<file path="config.mk">
export PLATFORM = sky130hd
export DESIGN_NAME = string_detector_ctrl
export DESIGN_NICKNAME = d
export VERILOG_FILES = /design/src/rtl/string_detector_ctrl.sv
export SDC_FILE = /design/constraint.sdc
export NUM_CORES = 1
export LEC_CHECK = 0
export BUFFER_PORTS_ARGS = -buffer_cell sky130_fd_sc_hd__buf_2
export CAP_MARGIN = 10
export CORE_MARGIN = 2
export CORE_UTILIZATION = 61
export CTS_CLUSTER_DIAMETER = 80
export DETAILED_ROUTE_END_ITERATION = 16
export GPL_TIMING_DRIVEN = 1
export PLACE_DENSITY = 0.84
export REMOVE_ABC_BUFFERS = 1
export SYNTH_ARGS = -nofsm -noshare
export SYNTH_HDL_FRONTEND = slang
export SYNTH_SLANG_ARGS = --single-unit
</file>
<file path="constraint.sdc">
create_clock -name clk -period 4.9 [get_ports clk]
set_input_delay 1.225 -clock clk [delete_from_list [all_inputs] [get_ports clk]]
set_output_delay 1.225 -clock clk [all_outputs]
set_load 0.01 [all_outputs]
</file>
<file path="src/rtl/string_detector_ctrl.sv">
// string_detector_ctrl
// Session controller and serial pattern matcher. A start request in IDLE
// latches the pattern, frame length and overlap mode, then RUN shifts in
// frame_len qualified bits and counts occurrences of the pattern. DONE
// pulses for one cycle; the count and overflow flag hold until the next
// accepted start.
//
// Ports:
//   clk, rst     rising-edge clock, asynchronous active-high reset
//   start        session request, honoured only in IDLE
//   pattern      target pattern, MSB is the first bit received
//   frame_len    number of valid bits in the session (0 = empty session)
//   overlap_en   1 = overlapping matches counted, 0 = non-overlapping
//   bit_in       serial data bit
//   bit_valid    bit_in qualifier, sampled only in RUN
//   busy         high while in RUN
//   done         one-cycle completion pulse
//   match_pulse  one-cycle pulse for each match-completing bit
//   N            saturating match count
//   overflow     sticky, set on an increment attempt with N at all-ones
module string_detector_ctrl #(
  parameter int PAT_W = 4,
  parameter int CNT_W = 4,
  parameter int LEN_W = 8
) (
  input  logic             clk,
  input  logic             rst,
  input  logic             start,
  input  logic [PAT_W-1:0] pattern,
  input  logic [LEN_W-1:0] frame_len,
  input  logic             overlap_en,
  input  logic             bit_in,
  input  logic             bit_valid,
  output logic             busy,
  output logic             done,
  output logic             match_pulse,
  output logic [CNT_W-1:0] N,
  output logic             overflow
);

  localparam int FILL_W = $clog2(PAT_W + 1);

  typedef enum logic [1:0] {
    S_IDLE,
    S_RUN,
    S_DONE
  } state_e;

  state_e             state_q, state_d;
  logic [PAT_W-1:0]   pat_q, pat_d;
  logic [LEN_W-1:0]   len_q, len_d;
  logic               ovl_q, ovl_d;
  logic [PAT_W-2:0]   sr_q, sr_d;
  logic [FILL_W-1:0]  fill_q, fill_d;
  logic [LEN_W-1:0]   bcnt_q, bcnt_d;
  logic [CNT_W-1:0]   n_q, n_d;
  logic               ovf_q, ovf_d;
  logic               busy_q, busy_d;
  logic               done_q, done_d;
  logic               mp_q, mp_d;

  logic [PAT_W-1:0]   window;
  logic [LEN_W-1:0]   bcnt_inc;
  logic               hit;

  assign window   = {sr_q, bit_in};
  assign bcnt_inc = bcnt_q + 1'b1;
  // The fill counter gates matches until a full pattern's worth of bits
  // has arrived since session start (or since the last match when
  // overlapping is disabled).
  assign hit      = (window == pat_q) && (fill_q >= FILL_W'(PAT_W - 1));

  always_comb begin
    state_d = state_q;
    pat_d   = pat_q;
    len_d   = len_q;
    ovl_d   = ovl_q;
    sr_d    = sr_q;
    fill_d  = fill_q;
    bcnt_d  = bcnt_q;
    n_d     = n_q;
    ovf_d   = ovf_q;
    mp_d    = 1'b0;

    unique case (state_q)
      S_IDLE: begin
        if (start) begin
          pat_d   = pattern;
          len_d   = frame_len;
          ovl_d   = overlap_en;
          sr_d    = '0;
          fill_d  = '0;
          bcnt_d  = '0;
          n_d     = '0;
          ovf_d   = 1'b0;
          state_d = (frame_len == '0) ? S_DONE : S_RUN;
        end
      end
      S_RUN: begin
        if (bit_valid) begin
          sr_d   = window[PAT_W-2:0];
          bcnt_d = bcnt_inc;
          fill_d = (fill_q == FILL_W'(PAT_W)) ? fill_q : fill_q + 1'b1;
          if (hit) begin
            mp_d = 1'b1;
            if (n_q == '1) begin
              ovf_d = 1'b1;
            end else begin
              n_d = n_q + 1'b1;
            end
            if (!ovl_q) begin
              fill_d = '0;
            end
          end
          if (bcnt_inc == len_q) begin
            state_d = S_DONE;
          end
        end
      end
      S_DONE: begin
        state_d = S_IDLE;
      end
      default: begin
        state_d = S_IDLE;
      end
    endcase

    // busy/done are registered images of the next state so they line up
    // with the state register rather than lagging it by a cycle.
    busy_d = (state_d == S_RUN);
    done_d = (state_d == S_DONE);
  end

  always_ff @(posedge clk or posedge rst) begin
    if (rst) begin
      state_q <= S_IDLE;
      pat_q   <= '0;
      len_q   <= '0;
      ovl_q   <= 1'b0;
      sr_q    <= '0;
      fill_q  <= '0;
      bcnt_q  <= '0;
      n_q     <= '0;
      ovf_q   <= 1'b0;
      busy_q  <= 1'b0;
      done_q  <= 1'b0;
      mp_q    <= 1'b0;
    end else begin
      state_q <= state_d;
      pat_q   <= pat_d;
      len_q   <= len_d;
      ovl_q   <= ovl_d;
      sr_q    <= sr_d;
      fill_q  <= fill_d;
      bcnt_q  <= bcnt_d;
      n_q     <= n_d;
      ovf_q   <= ovf_d;
      busy_q  <= busy_d;
      done_q  <= done_d;
      mp_q    <= mp_d;
    end
  end

  assign busy        = busy_q;
  assign done        = done_q;
  assign match_pulse = mp_q;
  assign N           = n_q;
  assign overflow    = ovf_q;

endmodule

</file>
# Word-level counts from Yosys, hierarchy flattened
# Cells that the tools add are included.
dict set report totals {
  word_cells 65
  output_inout_bits 8
  in_bits 18
  reg_bits 37
}
dict set report classes {
  muxes 29
  reduce_logical 8
  add_sub_neg 3
  eq_ne 12
  n_lt_le_gt_ge 1
}
# cell count
set op_table {}
lappend op_table {{$mux 3} 6}
lappend op_table {{$mux 4} 4}
lappend op_table {{$mux 8} 2}
lappend op_table {{$pmux 8 s2} 1}
lappend op_table {{$pmux 3 s2} 2}
lappend op_table {{$ne 2x2->1 const B} 5}
lappend op_table {{$reduce_and 5->1} 2}
lappend op_table {{$add 8x1->8 const B} 1}
lappend op_table {{$eq 8x8->1} 1}
lappend op_table {{$logic_not 8->1} 1}
lappend op_table {{$mux 2} 4}
lappend op_table {{$pmux 4 s2} 1}
lappend op_table {{$mux 1} 7}
lappend op_table {{$add 4x1->4 const B} 1}
lappend op_table {{$eq 2x1->1 const B} 2}
lappend op_table {{$eq 4x4->1} 1}
lappend op_table {{$eq 4x4->1 const B} 1}
lappend op_table {{$pmux 2 s2} 1}
lappend op_table {{$add 3x1->3 const B} 1}
lappend op_table {{$eq 3x3->1 const B} 1}
lappend op_table {{$ge 3x2->1 const B} 1}
lappend op_table {{$reduce_and 3->1} 1}
lappend op_table {{$eq 2x2->1 const B} 1}
lappend op_table {{$logic_not 2->1} 1}
lappend op_table {{other kinds (4)} 4}

# Logic depth before layout (Yosys ltp)
# Gate-level depths: netlist (run 1).
dict set report depth {
  word_depth 6
  ltp_mapped 9
  ltp_nobuf 8
}

# Worst setup path before layout (run 1)
# OpenSTA, ideal clock, no wires.
dict set report synth_timing {
  kind {input port to flip-flop}
  start {input start}
  end {register len_q[0]}
  required_ns 4.775
  path_buffers 1
  path_stages 4
  slack_ns 2.522
  t_arrival_ns 2.253
  path_cell_list {nand2b_1 -> nor2_1 -> buf_2 -> mux2_2}
}
dict set report synth_via {
  elab_chain_cells 1
}
# element line_no
set synth_lines {}
lappend synth_lines {{from (decl)} 28} ;# input logic start,
lappend synth_lines {{$reduce_and 2->1 (no line)} n/a}
lappend synth_lines {{to (signal assigned)} 151} ;# len_q <= len_d;
lappend synth_lines {{to (decl)} 51} ;# logic [LEN_W-1:0] len_q, len_d;
# Every way passes these cells.
# A chain may end at the register's enable or synchronous reset.

# Worst setup path in the final report (run 1)
dict set report layout_timing {
  start {register n_q[0], in the netlist N[0]}
  end {output N[0]}
}
# element line_no
set layout_rtl {}
lappend layout_rtl {{from (decl)} 56} ;# logic [CNT_W-1:0] n_q, n_d;
lappend layout_rtl {{from (signal assigned)} 156} ;# n_q <= n_d;
lappend layout_rtl {{to (decl)} 37} ;# output logic [CNT_W-1:0] N,
# No word-level cell between the ends.

==> results.py, run 1 <==
metrics = {
    "finish": {
        "area_delta_synth_final_pct": 10.82,
        "final_cell_count_no_fill": 244,
        "final_common_cell": "dfrtp_1",
        "layout_common_cells": "dfrtp_1, buf_2, nand2_1",
        "num-fill-cells": 220,
        "multiInputGateArea_um2": 925.9,
        "seqCellArea_um2": 925.9,
        "nNetsFinal": 235,
        "diodes": 0,
        "post_route_cells_drive_above_1_share": 0.2512,
        "fin_area_um2": 2101,
    },
    "critical_path": {
        "crit_required_ns": 3.67,
        "cp-end-kind": "primary output",
        "cpMaxStageDelayCell": "dfrtp_1",
        "timing.critical_path.buf_inv": 1,
        "path_class": "reg -> out",
        "r2r_setup_slack_ns": 2.83,
        "crit_family": "flip-flops",
        "timing.critical_path.slowest_cell_delay_ns": 0.45,
        "timing.critical_path.from_type": "flip-flop",
        "worst-path-max-fanout": 5,
        "timing.critical_path.cells": "buf_2",
        "cp_data_arrival_time_ns": 0.96,
    },
    "floorplan": {
        "ios": 26,
        "floorplan.initialDensity": 0.6313,
        "chip_height_um": 59.75,
        "coreArea_um2": 3003,
        "dieArea_um2": 3569,
        "fp.dieW_um": 59.75,
        "rows": 20,
    },
    "drt": {
        "drt_iter0_markers": 62,
        "via_per_instance_ratio": 6.041,
        "drt_pre_antenna_iters": 4,
        "detail_route.wl_per_cell_um": 15.26,
        "drc_errors": 0,
        "drtAntennaViolNets": 0,
        "routed_wirelength_mm": 3.724,
        "vias": 1474,
    },
    "run": {
        "max-cap-violations": 0,
    },
    "synthesis": {
        "yosysWarnings": 0,
        "ys_ff_latch": 37,
        "dominant_cell_type_by_area_after_synthesis": "dfrtp_1",
        "postSynth.topFlopCell": "dfrtp_1",
        "synth_async_sr_flop_share": 1.000,
        "synth.avg_cell_area_um2": 10.30,
        "synthesis.instances": 184,
        "sequential_fraction_of_the_synthesis_area": 0.4884,
        "yosys-top-cells-area": "dfrtp_1, mux2_2, xnor2_1",
        "synth_edf_count": 0,
        "synth.cell_area_um2": 1896,
        "synth_top_area_share": 0.4884,
        "synthDistinctLibCells": 43,
    },
    "clock_network": {
        "clk_root_buffer_cell": "clkbuf_4",
        "cts_sinks": 37,
        "path_clk_slew_ns": 0.11,
        "max-clock-path-buffers": 2,
        "ctsResizeCount": 0,
        "count_of_h_tree_levels_built_during_cts": 2,
        "post-cts-setup-buffers": 0,
        "cts_made_buffers": 5,
        "worst_skew_pair.late_latency_ns": 0.35,
        "tritoncts": "done",
        "total_of_hold_buffers_inserted_after_clock_tree_synthesis": 0,
    },
    "timing": {
        "max_slew_margin": 0.6945,
        "final-setup-viol-count": 0,
        "setup_slack_ns": 2.717,
        "report.final.hold_viol_count": 0,
        "fin_crit_sh": 0.4455,
        "rsz0062_at_grt": "false",
        "report.final.slew_viol_count": 0,
        "fmaxAchievable_ghz": 0.4581,
        "worst_pin_slew_ns": 0.4583,
        "setup_tns_ns": 0,
        "final.setup_skew_ns": 0.01040,
        "period_needed_ns": 2.183,
    },
    "pwr": {
        "share_seq_of_total_power": 0.457,
        "total_power_mw": 1.113,
        "power.share.combinational": 0.411,
        "total_switching_power_mw": 0.4285,
        "power.share.switching": 0.3851,
        "cellLeakagePower_nw": 0.9602,
        "power.share.clock": 0.132,
        "worst_ir_drop_vdd_mv": 0.3003,
        "pwr_density_cell_nw_per_um2": 529.7,
        "cell_internal_power_mw": 0.6843,
    },
    "outcome": {
        "run_status": "completed",
    },
    "min_path": {
        "hold_path_class": "reg -> reg",
    },
    "placed_design": {
        "placedInstanceArea_um2": 2044,
        "place_inst": 237,
        "dp_hpwl_mm": 2.735,
        "globalplace.congestion": 0.7973,
        "post-place-ws_ns": 1.923,
        "io_buf_count": 25,
    },
    "global_route": {
        "grt_pass1_vias": 1408,
        "grt_start_max_net_pins": 38,
        "global_route_wire_length_before_repair_mm": 6.403,
        "overflow": 0,
        "globalRouteTotalUtil": 0.2452,
        "grt_antenna_before_repair": 0,
    },
}
==> worst reg2reg max path, cell delays in order, from the launching register on <==
cell and delay [ns]:
dfrtp_1 0.46, ha_1 0.28, and2_1 0.18, o21ai_0 0.16, nand4_1 0.13, nor4_2 0.41, and4b_1 0.28, o21ai_1 0.07
==> kinds of logic (layout without fill, tap and decap cells) <==
group / Yosys count / after routing / synth area share
AOI/OAI and AO/OA: 42 / 42 / 0.1399
DFF: 37 / 37 / 0.4884
muxes: 15 / 15 / 0.08845
and+or+nand+nor: 60 / 60 / 0.1624
adders and majority gates: 5 / 5 / 0.03300
buffers and inverters: 11 / 38 / 0.02310
xor gates and xnor gates: 14 / 14 / 0.06469
==> power groups by stage <==
stage,Combinational (mW),Clock [mW],Sequential (mW)
floorplan,0.345,0,0.497
global placement,0.425,0,0.506
detailed placement,0.457,0,0.515
CTS,0.458,0.150,0.508
global route,0.513,0.161,0.526
finish,0.458,0.147,0.508
==> layer usage <==
layer	GRT usage	routed length, um	up-vias
li1	-	-	706
met4	0.08889	90	0
met5	0	0	-
met3	0.06710	179	9
met2	0.4115	1911	35
met1	0.3017	1542	724
==> through the flow <==
step	util	hold slack [ns]
2_1_floorplan	-	0.4948
3_3_place_gp	0.6808	0.5089
3_5_place_dp	0.6808	0.5181
4_1_cts	0.6950	0.5415
5_1_grt	0.6996	0.5570
6_report	0.6996	0.5350
==> flip-flops by register name, summed over array words and instances (netlist names) <==
signal / count
overflow: 1
ovl_q: 1
busy: 1
pat_q: 4
match_pulse: 1
bcnt_q: 8
state_q: 2
N: 4
sr_q: 3
done: 1
len_q: 8
fill_q: 3
==> path summary, 6_finish.rpt <==
check                                 startpoint               endpoint  depth (start not counted)
max                             N[0]$_DFFE_PP0P_                   N[0]                          1
min                         len_q[6]$_DFFE_PP0P_   len_q[6]$_DFFE_PP0P_                          1
max reg2reg                bcnt_q[0]$_DFFE_PP0P_   state_q[0]$_DFF_PP0_                          7
min reg2reg                 len_q[6]$_DFFE_PP0P_   len_q[6]$_DFFE_PP0P_                          1
max in group asynchronous                    rst  bcnt_q[7]$_DFFE_PP0P_                          3
min in group asynchronous                    rst       N[3]$_DFFE_PP0P_                          3
==> area by class of cell <==
| cell class | instances | share of cell area |
|---|---|---|
| flip-flops and latches | 37 | 0.4407 |
| repair buffers | 27 | 0.06968 |
| clock inverters | 1 | 0.002382 |
| multi-input cells | 136 | 0.4407 |
| inverters | 5 | 0.008934 |
| well taps | 33 | 0.01965 |
| clock buffers | 5 | 0.01787 |
==> synth_stat cells (all sizes together) (2+ instances only) <==
| cell type | number |
|---|---|
| dfrtp | 37 |
| nand2 | 23 |
| o21ai | 21 |
| mux2 | 14 |
| nor2 | 12 |
| xnor2 | 11 |
| a21oi | 5 |
| ha | 5 |
| inv | 5 |
| a22o | 4 |
| clkbuf | 4 |
| nand3 | 4 |
| nor3 | 3 |
| nor4 | 3 |
| xor2 | 3 |
| a211o | 2 |
| a21o | 2 |
| a31o | 2 |
| and2 | 2 |
| and3 | 2 |
| buf | 2 |
| nand2b | 2 |
| nand4 | 2 |
| o31ai | 2 |
Power figures use the tool's default switching activity.
==> run 2: changes to the inputs <==
- ABC_AREA: default -> 1
- CORE_UTILIZATION: 61 -> 57
- PLACE_DENSITY: 0.84 -> 0.79
- clock period: 4.9 -> 2.1 ns (I/O delays scaled with it)
==> run 2 against run 1 <==
Final area increased by 7.9%. Clock skew about the same. Cell count increased by 33%. Die area increased by 12%. Sequential power increased to 2.5 times the previous value. Routed wire length increased by 2.3%. Synthesized cell count increased by 34%. Sequential share of layout area decreased by 3.2 points. Via count increased by 10%. Clock-buffer cell count increased by 1. Clock power increased to 3.6 times the previous value.
==> results.py, run 2 <==
metrics = {
    "timing": {
        "report.final.slew_viol_count": 0,
        "final.setup_skew_ns": 0.01081,
        "worst_pin_slew_ns": 0.4416,
        "final-setup-viol-count": 0,
        "period_needed_ns": 1.781,
        "setup_tns_ns": 0,
        "max_slew_margin": 0.7056,
        "hold_slack_ns": 0.2468,
        "setup_slack_ns": 0.3185,
        "report.final.hold_viol_count": 0,
        "fin_crit_sh": 0.8483,
        "fmaxAchievable_ghz": 0.5613,
        "rsz0062_at_grt": "false",
    },
    "placed_design": {
        "placedInstanceArea_um2": 2178,
        "dp_hpwl_mm": 2.865,
        "place_inst": 316,
        "post-place-ws_ns": 0.3681,
        "io_buf_count": 25,
        "globalplace.congestion": 0.8254,
    },
    "global_route": {
        "globalRouteTotalUtil": 0.2314,
        "overflow": 0,
        "global_route_wire_length_before_repair_mm": 7.093,
        "grt_start_max_net_pins": 38,
        "grt_antenna_before_repair": 0,
        "grt_pass1_vias": 1610,
    },
    "finish": {
        "area_delta_synth_final_pct": 13.75,
        "final_common_cell": "nand2_1",
        "layout_common_cells": "nand2_1, dfrtp_1, inv_1",
        "multiInputGateArea_um2": 932.1,
        "nNetsFinal": 300,
        "seqCellArea_um2": 925.9,
        "diodes": 0,
        "post_route_cells_drive_above_1_share": 0.2194,
        "num-fill-cells": 296,
        "fin_area_um2": 2267,
        "final_cell_count_no_fill": 324,
        "largest_regs": "bcnt_q (8), len_q (8)",
    },
    "drt": {
        "routed_wirelength_mm": 3.809,
        "via_per_instance_ratio": 5.015,
        "detail_route.wl_per_cell_um": 11.76,
        "drt_pre_antenna_iters": 6,
        "vias": 1625,
        "drtAntennaViolNets": 0,
        "drc_errors": 0,
        "drt_iter0_markers": 106,
    },
    "synthesis": {
        "yosysWarnings": 0,
        "synthesis.instances": 246,
        "sequential_fraction_of_the_synthesis_area": 0.4645,
        "postSynth.topFlopCell": "dfrtp_1",
        "dominant_cell_type_by_area_after_synthesis": "dfrtp_1",
        "synth_async_sr_flop_share": 1.000,
        "synth_top_area_share": 0.4645,
        "synth.most_common_cell": "nand2_1",
        "synth.avg_cell_area_um2": 8.102,
        "yosys-top-cells-count": "nand2_1, dfrtp_1, inv_1",
        "yosys-top-cells-area": "dfrtp_1, nand2_1, inv_1",
        "synth.cell_area_um2": 1993,
        "synth_edf_count": 0,
        "ys_ff_latch": 37,
        "synthDistinctLibCells": 29,
    },
    "clock_network": {
        "total_of_hold_buffers_inserted_after_clock_tree_synthesis": 0,
        "clk_root_buffer_cell": "clkbuf_4",
        "cts_sinks": 37,
        "max-clock-path-buffers": 2,
        "ctsResizeCount": 0,
        "count_of_h_tree_levels_built_during_cts": 2,
        "tritoncts": "done",
        "worst_skew_pair.late_latency_ns": 0.36,
        "path_clk_slew_ns": 0.12,
        "cts_made_buffers": 5,
        "post-cts-setup-buffers": 0,
    },
    "critical_path": {
        "cpMaxStageDelayCell": "dfrtp_1",
        "path_class": "reg -> reg",
        "r2r_setup_slack_ns": 0.32,
        "timing.critical_path.from_type": "flip-flop",
        "worstSetupPathDepth": 11,
        "timing.critical_path.cells": "ha_1, nand2_1, inv_1, nor2_1, nor2_1, nor2_1, nand2_1, nor2_4, nand3_2, nand2_2, nand2_1",
        "cp_data_arrival_time_ns": 2.04,
        "worstSetupStartpoint": "bcnt_q[0]$_DFFE_PP0P_",
        "regToRegStartpoint": "bcnt_q[0]$_DFFE_PP0P_",
        "worst-path-max-fanout": 5,
        "cp-end-kind": "flip-flop",
        "timing.critical_path.slowest_cell_delay_ns": 0.45,
        "worst-r2r-cell-count": 11,
        "critical_path.reg2reg.endpoint": "state_q[0]$_DFF_PP0_",
        "crit_family": "simple AND/OR/NAND/NOR gates",
        "crit_required_ns": 2.35,
        "cp-endpoint": "state_q[0]$_DFF_PP0_",
        "timing.critical_path.buf_inv": 1,
    },
    "floorplan": {
        "coreArea_um2": 3337,
        "chip_height_um": 63.14,
        "ios": 26,
        "dieArea_um2": 3986,
        "rows": 21,
        "floorplan.initialDensity": 0.5973,
        "fp.dieW_um": 63.14,
    },
    "run": {
        "max-cap-violations": 0,
    },
    "outcome": {
        "run_status": "completed",
    },
    "pwr": {
        "pwr_density_cell_nw_per_um2": 1425,
        "worst_ir_drop_vdd_mv": 0.8205,
        "cellLeakagePower_nw": 1.184,
    },
    "min_path": {
        "hold_path_class": "in -> async",
    },
}
-- run 2: final cells by class --
cell class / count / area share
Sequential cell: 37 / 0.4084
Inverter: 30 / 0.05077
Clock buffer: 6 / 0.02263
Clock inverter: 2 / 0.01656
Multi-Input combinational cell: 175 / 0.4111
Timing Repair Buffer: 28 / 0.06512
Tap cell: 46 / 0.02539
-- run 2: stage by stage --
step / utilization / power [mW]
after global placement: 0.6528 / 2.670
after CTS: 0.6794 / 3.237
final: 0.6794 / 3.232
after detailed placement: 0.6528 / 2.696
after floorplan: - / 2.351
after global routing: 0.6794 / 3.544
-- run 2: routing by layer --
layer,up-vias,track usage,part of all wire
li1,848,-,-
met1,735,0.3089,0.48
met2,32,0.3497,0.45
met3,10,0.07321,0.047
met4,0,0.09444,0.021
met5,-,0,0
-- run 2: worst min path at each step --
stage | endpoint | slack (ns) | depth (start not counted)
floorplan | ovl_q$_DFFE_PP0P_ | 0.44 | 2
global placement | pat_q[2]$_DFFE_PP0P_ | 0.48 | 2
detailed placement | pat_q[3]$_DFFE_PP0P_ | 0.49 | 2
CTS | sr_q[0]$_DFFE_PP0P_ | 0.26 | 3
global route | sr_q[0]$_DFFE_PP0P_ | 0.27 | 3
finish | sr_q[0]$_DFFE_PP0P_ | 0.25 | 3
-- run 2: worst register-to-register path: cells and delay by family (launching register included) --
| kind | cells | cell delay [ns] |
|---|---|---|
| buffers and inverters | 1 | 0.08 |
| AND/OR/NAND/NOR | 9 | 0.89 |
| adder cells (fa/ha/maj) | 1 | 0.28 |
| flip-flops | 1 | 0.45 |
-- run 2: cell families after synthesis --
group	after synthesis	share of synthesized area
and+or+nand+nor	133	0.3258
DFF	37	0.4645
buffers and inverters	34	0.06780
AOI/OAI and AO/OA	30	0.07972
xor gates and xnor gates	7	0.03076
adders and majority gates	5	0.03139
-- run 2: power by group --
part           total [mW]  switching (mW)  internal (mW)
clock network       0.533           0.250          0.283
logic                1.42           0.859          0.564
registers            1.28           0.263           1.01
total                3.23            1.37           1.86
==> run 3: changes to the inputs <==
- clock period: 2.1 -> 1.72 ns (I/O delays scaled with it)
==> run 3 against run 2 <==
Global-route usage decreased by 1.5 points. Clock skew decreased by 0.0022 ns. Sequential cell count unchanged. Non-clock buffer count increased by 5. Register-to-register slack got worse by 0.19 ns. Die area unchanged. Fmax increased by 12%. Cell count increased by 1.5%. Routed wire length increased by 2.8%. Clock power decreased by 7.1%. Combinational power increased by 31%. Largest power group unchanged.
==> results.py, run 3 (synthesized netlist as in run 2, its figures left out) <==
metrics = {
    "outcome": {
        "run_status": "completed",
    },
    "clock_network": {
        "cts_made_buffers": 5,
        "cts_sinks": 37,
        "max-clock-path-buffers": 2,
        "worst_skew_pair.late_latency_ns": 0.35,
        "path_clk_slew_ns": 0.11,
        "clk_root_buffer_cell": "clkbuf_4",
        "tritoncts": "done",
        "count_of_h_tree_levels_built_during_cts": 2,
    },
    "drt": {
        "detail_route.wl_per_cell_um": 11.90,
        "drtAntennaViolNets": 0,
        "drt_pre_antenna_iters": 5,
        "vias": 1665,
        "routed_wirelength_mm": 3.914,
        "via_per_instance_ratio": 5.061,
        "drt_iter0_markers": 86,
        "drc_errors": 0,
    },
    "floorplan": {
        "dieArea_um2": 3986,
        "chip_height_um": 63.14,
        "rows": 21,
        "coreArea_um2": 3337,
        "fp.dieW_um": 63.14,
        "ios": 26,
        "floorplan.initialDensity": 0.5973,
    },
    "finish": {
        "num-fill-cells": 279,
        "diodes": 0,
        "area_delta_synth_final_pct": 14.94,
        "post_route_cells_drive_above_1_share": 0.2367,
        "nNetsFinal": 305,
        "largest_regs": "bcnt_q (8), len_q (8)",
        "finish.utilization": 0.6865,
        "multiInputGateArea_um2": 942.2,
        "layout_common_cells": "nand2_1, dfrtp_1, inv_1",
        "final_common_cell": "nand2_1",
        "seqCellArea_um2": 925.9,
    },
    "critical_path": {
        "timing.critical_path.slowest_cell_delay_ns": 0.43,
        "cpMaxStageDelayCell": "dfrtp_1",
        "cp_data_arrival_time_ns": 1.85,
        "timing.critical_path.cells": "ha_1, ha_1, nor2_1, o21ai_0, nand2_1, nand2_1, nand3_4, inv_1, nand2_1, nand2_1",
        "regToRegStartpoint": "fill_q[0]$_DFFE_PP0P_",
        "cp-end-kind": "flip-flop",
        "path_class": "reg -> reg",
        "worst-r2r-cell-count": 10,
        "timing.critical_path.from_type": "flip-flop",
        "crit_required_ns": 1.97,
        "r2r_setup_slack_ns": 0.13,
        "worst-path-max-fanout": 7,
        "crit_path_frequent_cell": "nand2_1",
        "critical_path.reg2reg.endpoint": "N[0]$_DFFE_PP0P_",
    },
    "run": {
        "max-cap-violations": 0,
    },
    "pwr": {
        "cellLeakagePower_nw": 1.202,
        "power.share.combinational": 0.480,
        "pwr_density_cell_nw_per_um2": 1694,
        "power.share.clock": 0.128,
        "share_seq_of_total_power": 0.392,
        "worst_ir_drop_vdd_mv": 0.8833,
        "total_switching_power_mw": 1.692,
        "cell_internal_power_mw": 2.189,
        "power.share.switching": 0.4359,
    },
    "timing": {
        "worst_pin_slew_ns": 0.4454,
        "fin_crit_sh": 0.9267,
        "report.final.slew_viol_count": 0,
        "period_needed_ns": 1.594,
        "fmaxAchievable_ghz": 0.6274,
        "rsz0062_at_grt": "false",
        "final-setup-viol-count": 0,
        "setup_tns_ns": 0,
        "report.final.hold_viol_count": 0,
        "max_slew_margin": 0.7030,
        "final.setup_skew_ns": 0.008632,
        "hold_slack_ns": 0.1598,
    },
    "global_route": {
        "global_route_wire_length_before_repair_mm": 6.568,
        "grt_start_max_net_pins": 38,
        "grt_antenna_before_repair": 0,
        "grt_pass1_vias": 1497,
        "globalRouteTotalUtil": 0.2165,
        "overflow": 0,
    },
    "placed_design": {
        "io_buf_count": 25,
        "globalplace.congestion": 0.8424,
        "dp_hpwl_mm": 2.917,
    },
    "min_path": {
        "hold_path_class": "in -> async",
    },
}
==> run 3: cell types whose count changed in the layout (fill, tap and decap cells not counted), sizes merged <==
| cell | change |
|---|---|
| buf | +5 |
| bufinv | -1 |
| clkinv | +2 |
| clkinvlp | -1 |
==> run 3: power groups by stage <==
stage | combinational [mW] | sequential [mW] | clock (mW)
2_1_floorplan | 1.35 | 1.52 | 0
3_3_place_gp | 1.75 | 1.54 | 0
3_5_place_dp | 1.80 | 1.55 | 0
4_1_cts | 1.82 | 1.53 | 0.497
5_1_grt | 2.11 | 1.57 | 0.554
6_report | 1.86 | 1.52 | 0.495
==> run 3: worst max-delay path by stage <==
stage | startpoint | end | slack, ns | depth (start not counted)
after detailed placement | bcnt_q[0]$_DFFE_PP0P_ | busy$_DFF_PP0_ | 0.09 | 11
after global routing | fill_q[0]$_DFFE_PP0P_ | N[0]$_DFFE_PP0P_ | 0.0006 | 10
after global placement | fill_q[0]$_DFFE_PP0P_ | N[3]$_DFFE_PP0P_ | 0.16 | 10
after floorplan | state_q[1]$_DFF_PP0_ | overflow$_DFFE_PP0P_ | 0.17 | 8
final | fill_q[0]$_DFFE_PP0P_ | N[0]$_DFFE_PP0P_ | 0.13 | 10
after CTS | bcnt_q[0]$_DFFE_PP0P_ | busy$_DFF_PP0_ | 0.07 | 11
==> run 3: routing by layer <==
metal / vias to the layer above / track usage / wire length, um
met2: 41 / 0.3564 / 1916
met4: 0 / 0.07222 / 53
met3: 4 / 0.06071 / 175
met5: - / 0 / 0
li1: 852 / - / -
met1: 768 / 0.2751 / 1768
==> run 3: final cells by class <==
| type | instances | share of cell area |
|---|---|---|
| Inverter | 30 | 0.05025 |
| Sequential cell | 37 | 0.4042 |
| Clock buffer | 6 | 0.02239 |
| Clock inverter | 2 | 0.006008 |
| Multi-Input combinational cell | 175 | 0.4113 |
| Timing Repair Buffer | 33 | 0.08083 |
| Tap cell | 46 | 0.02512 |
==> run 3: worst max-delay path, delay by kind of cell, from the launching register on <==
| family | cells | cell delay (ns) |
|---|---|---|
| AO/OA/AOI/OAI | 1 | 0.11 |
| adder cells (fa/ha/maj) | 2 | 0.38 |
| buffers and inverters | 1 | 0.07 |
| flip-flops | 1 | 0.43 |
| AND/OR/NAND/NOR | 6 | 0.51 |
==> run 3: repair_timing <==
| item | CTS | global route |
|---|---|---|
| endpoints found under the hold margin | 0 | 0 |
| hold buffers | 0 | 0 |
| buffers inserted | 0 | 1 |
| endpoints found under the setup margin | 0 | 5 |
| gates resized for setup | 0 | 2 |
==> run 3: through the flow <==
| step | setup slack (ns) | instances | power (mW) | cell area [um2] |
|---|---|---|---|---|
| 5_1_grt | 0.0006086 | 329 | 4.234 | 2291 |
| 4_1_cts | 0.07176 | 328 | 3.845 | 2273 |
| 6_report | 0.1261 | 329 | 3.881 | 2291 |
| 3_5_place_dp | 0.09295 | 320 | 3.355 | 2208 |
| 2_1_floorplan | 0.1728 | 242 | 2.871 | 1973 |
| 3_3_place_gp | 0.1646 | 320 | 3.285 | 2208 |
